<file path="src/rtl/fir_tap_line_if.sv">
// Valid/ready stream bundle used for both the sample input and the result
// output of fir_tap_line. The master drives valid/data; the slave drives ready.
interface fir_tap_line_if #(
    parameter int DATA_WIDTH = 32
);
    logic                         valid;
    logic                         ready;
    logic signed [DATA_WIDTH-1:0] data;

    modport master (
        output valid,
        output data,
        input  ready
    );

    modport slave (
        input  valid,
        input  data,
        output ready
    );
endinterface

</file>
<file path="src/rtl/fir_tap_line.sv">
// fir_tap_line: sample delay line and coefficient bank in front of a
// combinational MAC. One sample is shifted in per input handshake, the MAC
// result is captured on the following edge and held on the output stream
// until downstream accepts it. Coefficient writes are only honoured while no
// result is in flight, so a captured result never mixes old and new weights.
//
// Optional build macro: TAP_FLUSH_EN adds a 'flush' input that clears the
// delay line and abandons any pending result while keeping the coefficients.
module fir_tap_line #(
    parameter int DATA_WIDTH = 32,
    parameter int Q_FORMAT   = 16,
    parameter int NUM_REGS   = 8,
    parameter int ADDR_WIDTH = $clog2(NUM_REGS)
) (
    input  logic                         clk,
    input  logic                         rst,
`ifdef TAP_FLUSH_EN
    input  logic                         flush,
`endif
    fir_tap_line_if.slave                in_if,
    input  logic                         coef_wr_en,
    input  logic [ADDR_WIDTH-1:0]        coef_addr,
    input  logic signed [DATA_WIDTH-1:0] coef_wr_data,
    output logic                         coef_drop,
    output logic signed [DATA_WIDTH-1:0] pDataOut [0:NUM_REGS-1],
    output logic signed [DATA_WIDTH-1:0] coefsOut [0:NUM_REGS-1],
    input  logic signed [DATA_WIDTH-1:0] macResultIn,
    fir_tap_line_if.master               out_if
);

    localparam int IDX_W = (NUM_REGS > 1) ? $clog2(NUM_REGS) : 1;

    // The fixed-point format is carried for the MAC's benefit only; the
    // fractional field must still fit inside the word.
    if (Q_FORMAT >= DATA_WIDTH || Q_FORMAT < 0) begin : g_qcheck
        $error("fir_tap_line: Q_FORMAT must lie in [0, DATA_WIDTH)");
    end

    typedef enum logic [1:0] {
        IDLE,
        CAPTURE,
        HOLD
    } state_t;

    state_t           state;
    logic             flush_req;
    logic             coef_write_ok;
    logic [IDX_W-1:0] wr_idx;

    // Addresses past the last coefficient are rejected in every state.
    function automatic logic addr_in_range(input logic [ADDR_WIDTH-1:0] a);
        return 32'(a) < NUM_REGS;
    endfunction

`ifdef TAP_FLUSH_EN
    assign flush_req = flush;
`else
    assign flush_req = 1'b0;
`endif

    assign wr_idx        = IDX_W'(coef_addr);
    assign coef_write_ok = (state == IDLE) && addr_in_range(coef_addr);

    // Control FSM, delay line and result register; flush and reset both return to IDLE
    always_ff @(posedge clk or posedge rst) begin
        if (rst) begin
            state        <= IDLE;
            in_if.ready  <= 1'b1;
            out_if.valid <= 1'b0;
            out_if.data  <= '0;
            for (int i = 0; i < NUM_REGS; i++) begin
                pDataOut[i] <= '0;
            end
        end else if (flush_req) begin
            state        <= IDLE;
            in_if.ready  <= 1'b1;
            out_if.valid <= 1'b0;
            for (int i = 0; i < NUM_REGS; i++) begin
                pDataOut[i] <= '0;
            end
        end else begin
            case (state)
                IDLE: begin
                    if (in_if.valid) begin
                        pDataOut[0] <= in_if.data;
                        for (int i = NUM_REGS - 1; i > 0; i--) begin
                            pDataOut[i] <= pDataOut[i-1];
                        end
                        in_if.ready <= 1'b0;
                        state       <= CAPTURE;
                    end
                end
                CAPTURE: begin
                    // Taps and coefficients were frozen last edge, so the MAC has settled.
                    out_if.data  <= macResultIn;
                    out_if.valid <= 1'b1;
                    state        <= HOLD;
                end
                HOLD: begin
                    if (out_if.ready) begin
                        out_if.valid <= 1'b0;
                        in_if.ready  <= 1'b1;
                        state        <= IDLE;
                    end
                end
                default: begin
                    out_if.valid <= 1'b0;
                    in_if.ready  <= 1'b1;
                    state        <= IDLE;
                end
            endcase
        end
    end

    // Coefficient bank: writes land only in IDLE and in range, otherwise a one-cycle drop pulse
    always_ff @(posedge clk or posedge rst) begin
        if (rst) begin
            coef_drop <= 1'b0;
            for (int i = 0; i < NUM_REGS; i++) begin
                coefsOut[i] <= '0;
            end
        end else begin
            coef_drop <= 1'b0;
            if (coef_wr_en) begin
                if (coef_write_ok) begin
                    coefsOut[wr_idx] <= coef_wr_data;
                end else begin
                    coef_drop <= 1'b1;
                end
            end
        end
    end

endmodule

</file>
<file path="src/flat_wrapper.sv">
// flat-port wrapper written by rule: the top's interface ports become plain ports
module fir_tap_line_flat 
#(
    parameter int DATA_WIDTH = 32,
    parameter int Q_FORMAT   = 16,
    parameter int NUM_REGS   = 8,
    parameter int ADDR_WIDTH = $clog2(NUM_REGS)
)
  (clk, rst, coef_wr_en, coef_addr, coef_wr_data, coef_drop, pDataOut, coefsOut, macResultIn, in_if_valid, in_if_data, in_if_ready, out_if_valid, out_if_data, out_if_ready);
  fir_tap_line_if #(.DATA_WIDTH(DATA_WIDTH)) in_if_i ();
  fir_tap_line_if #(.DATA_WIDTH(DATA_WIDTH)) out_if_i ();
  input  logic clk;
  input  logic rst;
  input  logic coef_wr_en;
  input  logic [ADDR_WIDTH-1:0] coef_addr;
  input  logic signed [DATA_WIDTH-1:0] coef_wr_data;
  output logic coef_drop;
  output logic signed [DATA_WIDTH-1:0] pDataOut[0:NUM_REGS-1];
  output logic signed [DATA_WIDTH-1:0] coefsOut[0:NUM_REGS-1];
  input  logic signed [DATA_WIDTH-1:0] macResultIn;
  input wire logic [$bits(in_if_i.valid)-1:0] in_if_valid;
  input wire logic [$bits(in_if_i.data)-1:0] in_if_data;
  output wire logic [$bits(in_if_i.ready)-1:0] in_if_ready;
  output wire logic [$bits(out_if_i.valid)-1:0] out_if_valid;
  output wire logic [$bits(out_if_i.data)-1:0] out_if_data;
  input wire logic [$bits(out_if_i.ready)-1:0] out_if_ready;
  assign in_if_i.valid = in_if_valid;
  assign in_if_i.data = in_if_data;
  assign in_if_ready = in_if_i.ready;
  assign out_if_valid = out_if_i.valid;
  assign out_if_data = out_if_i.data;
  assign out_if_i.ready = out_if_ready;
  fir_tap_line #(.DATA_WIDTH(DATA_WIDTH), .Q_FORMAT(Q_FORMAT), .NUM_REGS(NUM_REGS), .ADDR_WIDTH(ADDR_WIDTH)) u_core (.clk(clk), .rst(rst), .in_if(in_if_i), .coef_wr_en(coef_wr_en), .coef_addr(coef_addr), .coef_wr_data(coef_wr_data), .coef_drop(coef_drop), .pDataOut(pDataOut), .coefsOut(coefsOut), .macResultIn(macResultIn), .out_if(out_if_i));
endmodule
</file>
<file path="config.mk">
export PLATFORM = sky130hd
export DESIGN_NAME = fir_tap_line_flat
export DESIGN_NICKNAME = d
export VERILOG_FILES = /design/src/rtl/fir_tap_line_if.sv /design/src/rtl/fir_tap_line.sv /design/src/flat_wrapper.sv
export SDC_FILE = /design/constraint.sdc
export NUM_CORES = 1
export LEC_CHECK = 0
export ABC_CLOCK_PERIOD_IN_PS = 20500
export BUFFER_PORTS_ARGS = -buffer_cell sky130_fd_sc_hd__buf_2
export CELL_PAD_IN_SITES_DETAIL_PLACEMENT = 1
export CELL_PAD_IN_SITES_GLOBAL_PLACEMENT = 1
export CORE_AREA = 8 8 244 246
export CTS_CLUSTER_DIAMETER = 50
export DETAILED_ROUTE_END_ITERATION = 7
export DIE_AREA = 0 0 252 254
export PLACE_DENSITY_LB_ADDON = 0.1
export SLEW_MARGIN = 5
export SYNTH_ARGS = -nofsm -noshare
export SYNTH_HDL_FRONTEND = slang
export SYNTH_SLANG_ARGS = --single-unit
export TNS_END_PERCENT = 10
</file>
<file path="constraint.sdc">
create_clock -name clk -period 20.5 [get_ports clk]
set_input_delay 2.05 -clock clk [delete_from_list [all_inputs] [get_ports clk]]
set_output_delay 2.05 -clock clk [all_outputs]
set_load 0.01 [all_outputs]
</file>
Word level (Yosys, flattened, before mapping)
Index checks and enable logic that the tools add are counted.
- add/sub/neg operators: 0
- multiply operators: 0
- div/mod/pow operators: 0
- $lt $le $gt $ge: 2
- equality and inequality tests: 4
- shift operators: 0
- mux-type cells: 13
- bitwise gates (word level): 3
- reductions and logical operators: 7
- operator list (operator ; number):
    $bwmux W256 ; 1
    $demux W32 S3 ; 1
    $mux W32 ; 1
    $reduce_and A2 Y1 ; 4
    $pmux W1 S3 ; 2
    $pmux W2 S3 ; 1
    $mux W1 ; 5
    $ge A4 B4 Y1 const B ; 1
    $lt A4 B1 Y1 const B ; 1
    $mux W2 ; 2
    $ne A2 B2 Y1 const B ; 2
    $not A3 Y4 ; 1
    $reduce_and A3 Y1 ; 1
    $eq A2 B1 Y1 const B ; 1
    $eq A2 B2 Y1 const B ; 1
    $logic_not A2 Y1 ; 1
    $not A1 Y1 ; 2
    $logic_and A1 B1 Y1 ; 1
- register bits: 549
- latch bits: 0
- bits in writable memories: 0
- bits in read-only memories: 0
- output and inout bits: 547
- logic and storage cells: 50
- memories: 0

Logic depth before layout (Yosys ltp)
Gate-level depths: netlist of the first run.
- depth after elaboration: 6
- mapped depth: 6
- gate-level depth less buffers: 3

Least setup slack after synthesis of the first run
No wires, ideal clock.
- kind: input port to flip-flop
- start: input port coef_addr[1]
- end: register u_core.coefsOut[20] in the netlist's numbering
- setup time: 0.125 ns
- data arrival time: 3.015 ns
- data required time: 20.375 ns
- slack: 17.360 ns
- cell stages on the path: 5
- path buffers: 2
- path through: nor2b_4 > and4_1 > buf_2 > buf_4 > mux2_2
- cells in the longest elaborated chain, start to end: 6
- elaborated cells between the ends (all ways): 7
- classes of those cells: order compare: 2; mux: 3; bitwise: 1; reduce/logical: 1
- RTL lines (what ; RTL line ; text):
    start: declaration ; flat_wrapper.sv:15 ; input logic [ADDR_WIDTH-1:0] coef_addr;
    $not A3 Y4 (implied by the code) (*) ; fir_tap_line.sv:126 ; coefsOut[wr_idx] <= coef_wr_data;
    $ge A4 B4 Y1 (implied by the code) / $lt A4 B1 Y1 (equally long branches) ; fir_tap_line.sv:126 ;
    $logic_and A1 B1 Y1 (implied by the code) ; fir_tap_line.sv:126 ;
    $mux W32 (implied by the code) ; fir_tap_line.sv:126 ;
    $demux W32 S3 (*) ; fir_tap_line.sv:126 ;
    $bwmux W256 (*) ; fir_tap_line.sv:126 ;
    end signal: indexed assignment ; fir_tap_line.sv:126 ;
    end: declaration ; fir_tap_line.sv:26 ; output logic signed [DATA_WIDTH-1:0] coefsOut [0:NUM_REGS-1],
Mark *: on every way between the ends. The rest lies on a longest branch, timed or not.
A chain may end at the register's enable or synchronous reset.

Worst setup path in the final report of the first run
- start: input port in_if_valid
- end: register u_core.pDataOut[23] in the netlist's numbering
- cells in the longest elaborated chain, start to end: 1
- RTL lines (what ; RTL line ; text):
    start: declaration ; flat_wrapper.sv:21 ; input wire logic [$bits(in_if_i.valid)-1:0] in_if_valid;
    $reduce_and A2 Y1 (no line) ; n/a ;
    end signal: indexed assignment ; fir_tap_line.sv:87 ; pDataOut[i] <= pDataOut[i-1];
    end: declaration ; fir_tap_line.sv:25 ; output logic signed [DATA_WIDTH-1:0] pDataOut [0:NUM_REGS-1],
Every way passes these cells.

==> results of run 1 <==
[registers in the layout (all words and copies together) (netlist names)]
register,cells
u_core.coefsOut,256
u_core.in_if.ready,1
u_core.coef_drop,1
u_core.pDataOut,256
u_core.out_if.valid,1
u_core.state,2
u_core.out_if.data,32
[critical path: stages]
cell and delay (ns):
buf_2 0.09, nor3b_4 0.32, buf_4 0.68, buf_12 0.77
mux2_2 0.42
[per-layer routing]
layer	vias up	track usage, %	routed length [microns]
met5	-	0	39
met4	6	6.91	2080
met3	111	8.14	5620
met2	384	34.9	34100
met1	6695	23.4	25600
li1	5531	-	-
[layout make-up]
| class | count | area [sq um] |
|---|---|---|
| Clock buffer | 92 | 1960 |
| Fill cell | 5627 | 29000 |
| Sequential cell | 549 | 13700 |
| Tap cell | 756 | 946 |
| Clock inverter | 29 | 334 |
| Timing Repair Buffer | 664 | 3380 |
| Inverter | 2 | 15.0 |
| Multi-Input combinational cell | 567 | 6330 |
| Antenna cell | 1 | 2.50 |
[worst min path at each step]
stage,startpoint,to,slack [ns],depth (start not counted)
finish,u_core.coefsOut[241],u_core.coefsOut[241],0.48,1
global route,u_core.coefsOut[241],u_core.coefsOut[241],0.50,1
global placement,u_core.pDataOut[9],u_core.pDataOut[9],0.46,1
floorplan,u_core.coefsOut[19],u_core.coefsOut[19],0.53,1
CTS,u_core.coefsOut[19],u_core.coefsOut[19],0.48,1
detailed placement,u_core.coefsOut[19],u_core.coefsOut[19],0.47,1
[cell usage after synthesis (2+ instances only)]
master and count:
nand2_1 2, mux2_1 296, mux2_2 248, inv_1 2, buf_6 32, dfrtp_1 548
nand2_2 4, and4bb_2 2, buf_2 21, buf_4 5, nor2b_1 2, o22a_1 2
nor2_1 2
[cells by family after synthesis]
logic type | Yosys count | synth area share, %
simple gates | 18 | 0.778
flops | 549 | 66.8
mux | 544 | 29.8
buf+inv | 61 | 2.50
compound gates | 5 | 0.182
[where the power goes]
| part | switching (W) | internal (W) | total, W |
|---|---|---|---|
| registers | 0.000340 | 0.00164 | 0.00198 |
| logic | 0.000952 | 0.000782 | 0.00173 |
| clock network | 0.000464 | 0.000748 | 0.00121 |
| total | 0.00176 | 0.00317 | 0.00492 |
[per-stage QoR]
stage	cells	util [%]	hold slack (ns)	power (W)
after CTS	2659	47.9	0.484	0.00502
after global placement	2538	43.8	0.463	0.00372
final	2660	47.9	0.481	0.00492
after floorplan	1177	-	0.529	0.00281
after detailed placement	2538	43.8	0.474	0.00378
after global routing	2660	47.9	0.499	0.00521
==> impl_metrics.tcl, run 1 <==
set metrics [dict create \
    clock-sinks 549 \
    rr_startpoint "u_core.state[0]" \
    vias 12700 \
    dr.pass1.iters 4 \
    maxCapViolCount 0 \
    synth_nets 1281 \
    cellPowerDensity_mw_per_mm2 184 \
    stdcell_area_sq_mm 0.0267 \
    drt_wl_total_microns 67500 \
    postRouteAntennaNets 0 \
    hpwl_microns 50100 \
    nNetsFinal 1957 \
    p_leak_nw 12.9 \
    routabilityCongestion 0.783 \
    cts_tree "yes" \
    setup_viol 0 \
    dp_slack_ns 15.79 \
    period_share_pct 19.9 \
    port-buffer-count 650 \
    synth-main-ff-cell "dfrtp_1" \
    overflow 0 \
    ys_ff_latch 549 \
    grtUsageTotal_pct 20.5 \
    final_cell_mix "buf_2, dfrtp_1, mux2_1, mux2_2, clkbuf_16" \
    grt_pass1_vias 13800 \
    cts_made_buffers 69 \
    clkTransAtPathRegs_ns 0.06 \
    die_y_microns 254 \
    synth_area_leaders "dfrtp_1, mux2_1, mux2_2" \
    boundaryPins 651 \
    worstMarginPinSlew_ns 1.11 \
    final_common_cell "buf_2" \
    hold_violations 0 \
    num_rows 87 \
    critical_path_class "primary input to flop" \
    ir_drop_mv 0.0851 \
    grt_max_degree 195 \
    start_kind "primary input" \
    ys_types 24 \
    finClkSkew_ns 0.0194 \
    period_minus_slack_ns 4.08 \
    drive_gt1_share_pct 54.5 \
    synthDominantCellAreaShare_pct 66.6 \
    area_growth_pct 29.8 \
    synth_area_sq_mm 0.0206 \
    r2r_setup_slack_ns 17.36 \
    tns_ns 0 \
    drt_first_iter_violations 575 \
    postSynthCellCount 1177 \
    wl_per_cell_microns 25.4 \
    required_ns 20.97 \
    synth_edf_count 0 \
    clk_latency_ns 0.59 \
    worst_setup_path_end_kind "flop" \
    critPathCapture "u_core.pDataOut[23]" \
    syn_avg_cell_area_sq_um 17.5 \
    clock.fmax_ghz 0.245 \
    maxSlewViolCount 0 \
    synthArstFlopShare_pct 100 \
    r2r_end "u_core.pDataOut[23]" \
    hold_class "flop to flop" \
    dpl_cell_area_sq_mm 0.0244 \
    grt_pass1_wl_microns 97900 \
    synth_largest_area_cell "dfrtp_1" \
    antenna_found_initial 4 \
    ys_warn_count 0 \
    crit_arrival_ns 4.55 \
    core_area_sq_mm 0.0557 \
    cts.repair.resized 0 \
    yosysSeqAreaShare_pct 66.8 \
    viasPerCell 4.78 \
    die_area_sq_mm 0.0640 \
    timing.critical_path.from "in_if_valid" \
    start_util_pct 36.9 \
    htree_levels 3 \
    hold_buffers 0 \
    ff2ff_path_depth 4 \
    rsz0062_at_grt "no" \
    cts_buffer_depth 3 \
    route.detailed.drc 0 \
    timing.final.ws_setup_ns 16.42 \
    post-cts-setup-buffers 0 \
    cts_root_buf "clkbuf_16" \
    die_x_microns 252 \
    status "finished, final reports clean" \
    cp_max_fo 194 \
    maxSlewHeadroom_pct 25.8 \
]
(Power assumes the default switching activity.)
==> run 2, diff against run 1 <==
- ABC_CLOCK_PERIOD_IN_PS: 20500 -> 3300
- CORE_AREA: 8 8 244 246 -> 8 8 249 251
- DIE_AREA: 0 0 252 254 -> 0 0 257 259
- clock period: 20.5 -> 3.3 ns (I/O delays scaled with it)
==> run 2 against run 1 <==
- register-to-register slack worse by 16 ns
- power grew to 6.2 times the previous value
- final cell count is 3.9% higher
- combinational power increased to 6.4 times the previous value
- die area up 4.0%
- setup slack got worse by 15 ns
- hold slack got worse by 0.41 ns
- clock skew grew 0.0025 ns
- largest power group unchanged
- highest routed layer is now met4
==> impl_metrics.tcl, run 2 (synthesis results as in run 1) <==
set metrics [dict create \
    status "finished, final reports clean" \
    dp_slack_ns 1.02 \
    ir_drop_mv 0.499 \
    ff2ff_path_depth 3 \
    postRouteAntennaNets 0 \
    boundaryPins 651 \
    r2r_end "u_core.coefsOut[153]" \
    nFillCells 5889 \
    timing.critical_path.from "u_core.state[1]" \
    maxCapViolCount 0 \
    final_common_cell "buf_2" \
    core_area_sq_mm 0.0582 \
    routabilityCongestion 0.785 \
    critPathSlowestCell "nand2_2" \
    grt_pass1_wl_microns 102000 \
    die_y_microns 259 \
    overflow 0 \
    hold_class "primary input to flop" \
    cp_max_fo 32 \
    required_ns 3.74 \
    drive_gt1_share_pct 52.9 \
    cellPowerDensity_mw_per_mm2 1100 \
    p_leak_nw 13.3 \
    clock.fmax_ghz 0.451 \
    post-cts-setup-buffers 0 \
    clk_latency_ns 0.58 \
    antenna_found_initial 4 \
    die_area_sq_mm 0.0666 \
    stdcell_area_sq_mm 0.0276 \
    num_rows 89 \
    regArea_sq_mm 0.0137 \
    final_cell_mix "buf_2, dfrtp_1, mux2_1, mux2_2, clkbuf_16" \
    area_growth_pct 34.2 \
    grt_max_degree 85 \
    cts_made_buffers 67 \
    critPathCapture "u_core.coefsOut[153]" \
    rr_startpoint "u_core.state[1]" \
    grt_pass1_vias 14300 \
    port-buffer-count 650 \
    crit_arrival_ns 2.66 \
    clkTransAtPathRegs_ns 0.06 \
    worstPathCellList "and4bb_2 > nand2_2 > mux2_2" \
    worstMarginPinSlew_ns 0.986 \
    dpl_cell_area_sq_mm 0.0248 \
    critical_path_class "flop to flop" \
    stdcell_count 2765 \
    clock-sinks 549 \
    worst-path-stages 3 \
    drt_first_iter_violations 388 \
    cts.repair.resized 0 \
    cts_tree "yes" \
    worst_setup_path_end_kind "flop" \
    drt_wl_total_microns 68400 \
    hpwl_microns 51600 \
    rsz0062_at_grt "no" \
    nNetsFinal 2041 \
    multi_input_area_sq_mm 0.00633 \
    maxSlewViolCount 0 \
    crit_buf_inv 0 \
    timing.final.ws_setup_ns 1.08 \
    setup_viol 0 \
    reg_top3 "u_core.coefsOut: 256 flops, u_core.pDataOut: 256 flops, u_core.out_if.data: 32 flops" \
    cpPeakStageDelay_ns 0.70 \
    die_x_microns 257 \
    wl_per_cell_microns 24.7 \
    grtUsageTotal_pct 20.2 \
    crit_family "simple AND/OR/NAND/NOR gates" \
    route.detailed.drc 0 \
    r2r_setup_slack_ns 1.08 \
    hold_violations 0 \
    period_minus_slack_ns 2.22 \
    start_util_pct 35.3 \
    tns_ns 0 \
    finClkSkew_ns 0.0219 \
    cts_buffer_depth 3 \
    fin_util_pct 47.4 \
    placed_cells 2576 \
    vias 13000 \
    start_kind "flop" \
    cts_root_buf "clkbuf_16" \
    period_share_pct 67.3 \
    dr.pass1.iters 4 \
    viasPerCell 4.70 \
    maxSlewHeadroom_pct 34.0 \
    htree_levels 3 \
]
[run 2: cell types whose count changed in the layout (fill, tap and decap cells not counted), sizes merged]
cell,before,now
dlygate4sd3,0,65
buf,664,685
clkbuf,92,96
bufinv,6,3
diode,1,4
inv,9,6
clkinv,11,13
clkinvlp,5,4
[run 2: power by group]
group / switching (W) / internal, W / leakage (nW)
Sequential: 0.00214 / 0.0102 / 6.58
Clock: 0.00286 / 0.00433 / 1.07
Combinational: 0.00594 / 0.00502 / 5.62
Total: 0.0109 / 0.0195 / 13.3
[run 2: metrics by stage]
stage               power [W]  hold slack [ns]
floorplan              0.0175            0.452
global placement       0.0233            0.466
detailed placement     0.0236            0.469
CTS                    0.0311           0.0392
global route           0.0323           0.0587
finish                 0.0305           0.0758
[run 2: timing repair]
action,CTS,global route
setup endpoints to repair,0,0
hold buffers,65,0
endpoints found under the hold margin,74,0
[run 2: worst min-delay path by stage]
stage	startpoint	end	slack, ns	depth (start not counted)
6_report	in_if_data[26]	u_core.pDataOut[250]	0.08	2
5_1_grt	in_if_data[26]	u_core.pDataOut[250]	0.06	2
4_1_cts	coef_wr_data[27]	u_core.coefsOut[187]	0.04	2
3_5_place_dp	u_core.pDataOut[0]	u_core.pDataOut[0]	0.47	1
3_3_place_gp	u_core.pDataOut[0]	u_core.pDataOut[0]	0.47	1
2_1_floorplan	coef_wr_en	u_core.coef_drop	0.45	1
[run 2: cell type report]
| type | instances | area share, % |
|---|---|---|
| Inverter | 2 | 0.0408 |
| Clock buffer | 96 | 6.98 |
| Clock inverter | 24 | 0.911 |
| Tap cell | 773 | 3.50 |
| Timing Repair Buffer | 750 | 15.9 |
| Multi-Input combinational cell | 567 | 22.9 |
| Antenna cell | 4 | 0.0362 |
| Sequential cell | 549 | 49.7 |
[run 2: per-layer routing]
layer | up-vias | wire length (microns) | track usage [%]
met5 | - | 0 | 0
met4 | 0 | 2290 | 7.42
met3 | 101 | 5240 | 7.11
met2 | 386 | 34800 | 34.8
met1 | 6804 | 26100 | 23.1
li1 | 5716 | - | -
==> run 3, diff against run 2 <==
- ABC_CLOCK_PERIOD_IN_PS: 3300 -> 2100
- CORE_AREA: 8 8 249 251 -> 8 8 244 246
- DIE_AREA: 0 0 257 259 -> 0 0 252 254
- clock period: 3.3 -> 2.1 ns (I/O delays scaled with it)
==> run 3 against run 2 <==
- utilization up 2.7 points
- register-to-register slack worse by 0.86 ns
- setup slack worse by 0.86 ns
- count of clock-buffer cells in the layout is 2 higher
- die area is 3.8% lower
- via count grew 1.8%
- power grew 56%
- hold slack got worse by 0.039 ns
- critical path type unchanged
==> impl_metrics.tcl, run 3 (synthesis results as in run 1) <==
set metrics [dict create \
    status "finished, final reports clean" \
    finClkSkew_ns 0.0198 \
    r2r_setup_slack_ns 0.22 \
    hpwl_microns 50600 \
    start_util_pct 36.9 \
    postRouteAntennaNets 0 \
    drt_first_iter_violations 417 \
    period_share_pct 89.7 \
    route.detailed.drc 0 \
    clock-sinks 549 \
    worst_setup_path_end_kind "flop" \
    grtUsageTotal_pct 21.0 \
    whs_ns 0.0369 \
    p_clk_share_pct 23.0 \
    maxSlewHeadroom_pct 64.9 \
    wl_per_cell_microns 24.7 \
    area_growth_pct 35.8 \
    cellPowerDensity_mw_per_mm2 1700 \
    routabilityCongestion 0.800 \
    drive_gt1_share_pct 51.9 \
    drt_wl_total_microns 68400 \
    start_kind "flop" \
    grt_pass1_wl_microns 101000 \
    clk_latency_ns 0.58 \
    final_cell_mix "buf_2, dfrtp_1, mux2_1, mux2_2, dlygate4sd3_1" \
    post-cts-setup-buffers 0 \
    total_power_w 0.0475 \
    overflow 0 \
    vias 13200 \
    min_to "u_core.coefsOut[160]" \
    antenna_found_initial 3 \
    cts_tree "yes" \
    cp_max_fo 45 \
    tns_ns 0 \
    die_x_microns 252 \
    cts_root_buf "clkbuf_16" \
    hold_violations 0 \
    worstMarginPinSlew_ns 0.526 \
    viasPerCell 4.78 \
    crit_arrival_ns 2.33 \
    stdcell_count 2771 \
    setup_viol 0 \
    placed_cells 2559 \
    fin_util_pct 50.1 \
    die_area_sq_mm 0.0640 \
    rr_startpoint "u_core.state[1]" \
    dr.pass1.iters 4 \
    r2r_end "u_core.pDataOut[226]" \
    maxSlewViolCount 0 \
    grt_max_degree 93 \
    clock.fmax_ghz 0.531 \
    final_common_cell "buf_2" \
    port-buffer-count 650 \
    p_int_w 0.0305 \
    num_rows 87 \
    cts_buffer_depth 3 \
    critical_path_class "flop to flop" \
    p_sw_share_pct 35.9 \
    cts_made_buffers 66 \
    grt_pass1_vias 14700 \
    rsz0062_at_grt "no" \
    reg_top3 "u_core.coefsOut: 256 flops, u_core.pDataOut: 256 flops, u_core.out_if.data: 32 flops" \
    hold_start "coef_wr_data[0]" \
    clkTransAtPathRegs_ns 0.06 \
    nNetsFinal 2074 \
    combPwrFrac_pct 36.4 \
    hold_class "primary input to flop" \
    htree_levels 3 \
    core_area_sq_mm 0.0557 \
    power_switching_w 0.0170 \
    p_leak_nw 13.4 \
    boundaryPins 651 \
    required_ns 2.54 \
    ir_drop_mv 0.832 \
    period_minus_slack_ns 1.88 \
    die_y_microns 254 \
    maxCapViolCount 0 \
    ff2ff_path_depth 4 \
    seqPwrFrac_pct 40.6 \
    hold_depth 2 \
]
-- run 3: cell types whose count changed in the layout (fill, tap and decap cells not counted), sizes merged --
cell         change
clkbuf           +2
clkinvlp         -1
clkinv           -7
diode            -2
bufinv           -3
dlygate4sd3     +34
-- run 3: critical path, stage by stage, from the launching register on --
cell,delay (ns)
dfrtp_1,0.52
nor3b_4,0.29
buf_12,0.25
buf_12,0.28
mux2_1,0.36
-- run 3: power by group through the flow --
stage | logic (W) | registers (W) | clock network, W
floorplan | 0.00602 | 0.0214 | 0
global placement | 0.0173 | 0.0192 | 0
detailed placement | 0.0175 | 0.0195 | 0
CTS | 0.0177 | 0.0194 | 0.0113
global route | 0.0185 | 0.0201 | 0.0117
finish | 0.0173 | 0.0193 | 0.0109
-- run 3: routing by layer --
metal,share of wire [%],track usage [%],up-vias,routed length (microns)
met4,3.5,7.90,2,2380
li1,-,-,5767,-
met5,0.018,0,-,12
met2,51,35.5,400,34500
met1,38,24.3,6956,26300
met3,7.6,7.58,115,5170
-- run 3: layout make-up --
class / instances / area, sq um
timing repair buffer: 784 / 4820
fill: 5594 / 27800
sequential: 549 / 13700
clock buffer: 98 / 1990
clock inverter: 13 / 95.1
multi-input combinational: 567 / 6330
inverter: 2 / 11.3
antenna: 2 / 5.00
tap: 756 / 946
-- run 3: repair_timing --
| action | 4_1_cts | 5_1_grt |
|---|---|---|
| endpoints found under the hold margin | 607 | 0 |
| hold buffers | 99 | 0 |
| resized for setup | 0 | 0 |
-- run 3: metrics by stage --
step | area, sq um | setup WS [ns]
after CTS | 27900 | 0.196
after global routing | 27900 | 0.108
final | 27900 | 0.217
after global placement | 24900 | 0.266
after detailed placement | 24900 | 0.216
after floorplan | 20600 | -5.58
-- run 3: worst max-delay path by stage --
| stage | slack (ns) | startpoint | end | cells after the start |
|---|---|---|---|---|
| after floorplan | -5.58 | rst | u_core.coef_drop | 1 |
| after global placement | 0.27 | u_core.state[1] | u_core.pDataOut[29] | 4 |
| after detailed placement | 0.22 | u_core.state[1] | u_core.pDataOut[226] | 4 |
| after CTS | 0.20 | u_core.state[1] | u_core.pDataOut[226] | 4 |
| after global routing | 0.11 | u_core.state[1] | u_core.pDataOut[221] | 4 |
| final | 0.22 | u_core.state[1] | u_core.pDataOut[226] | 4 |
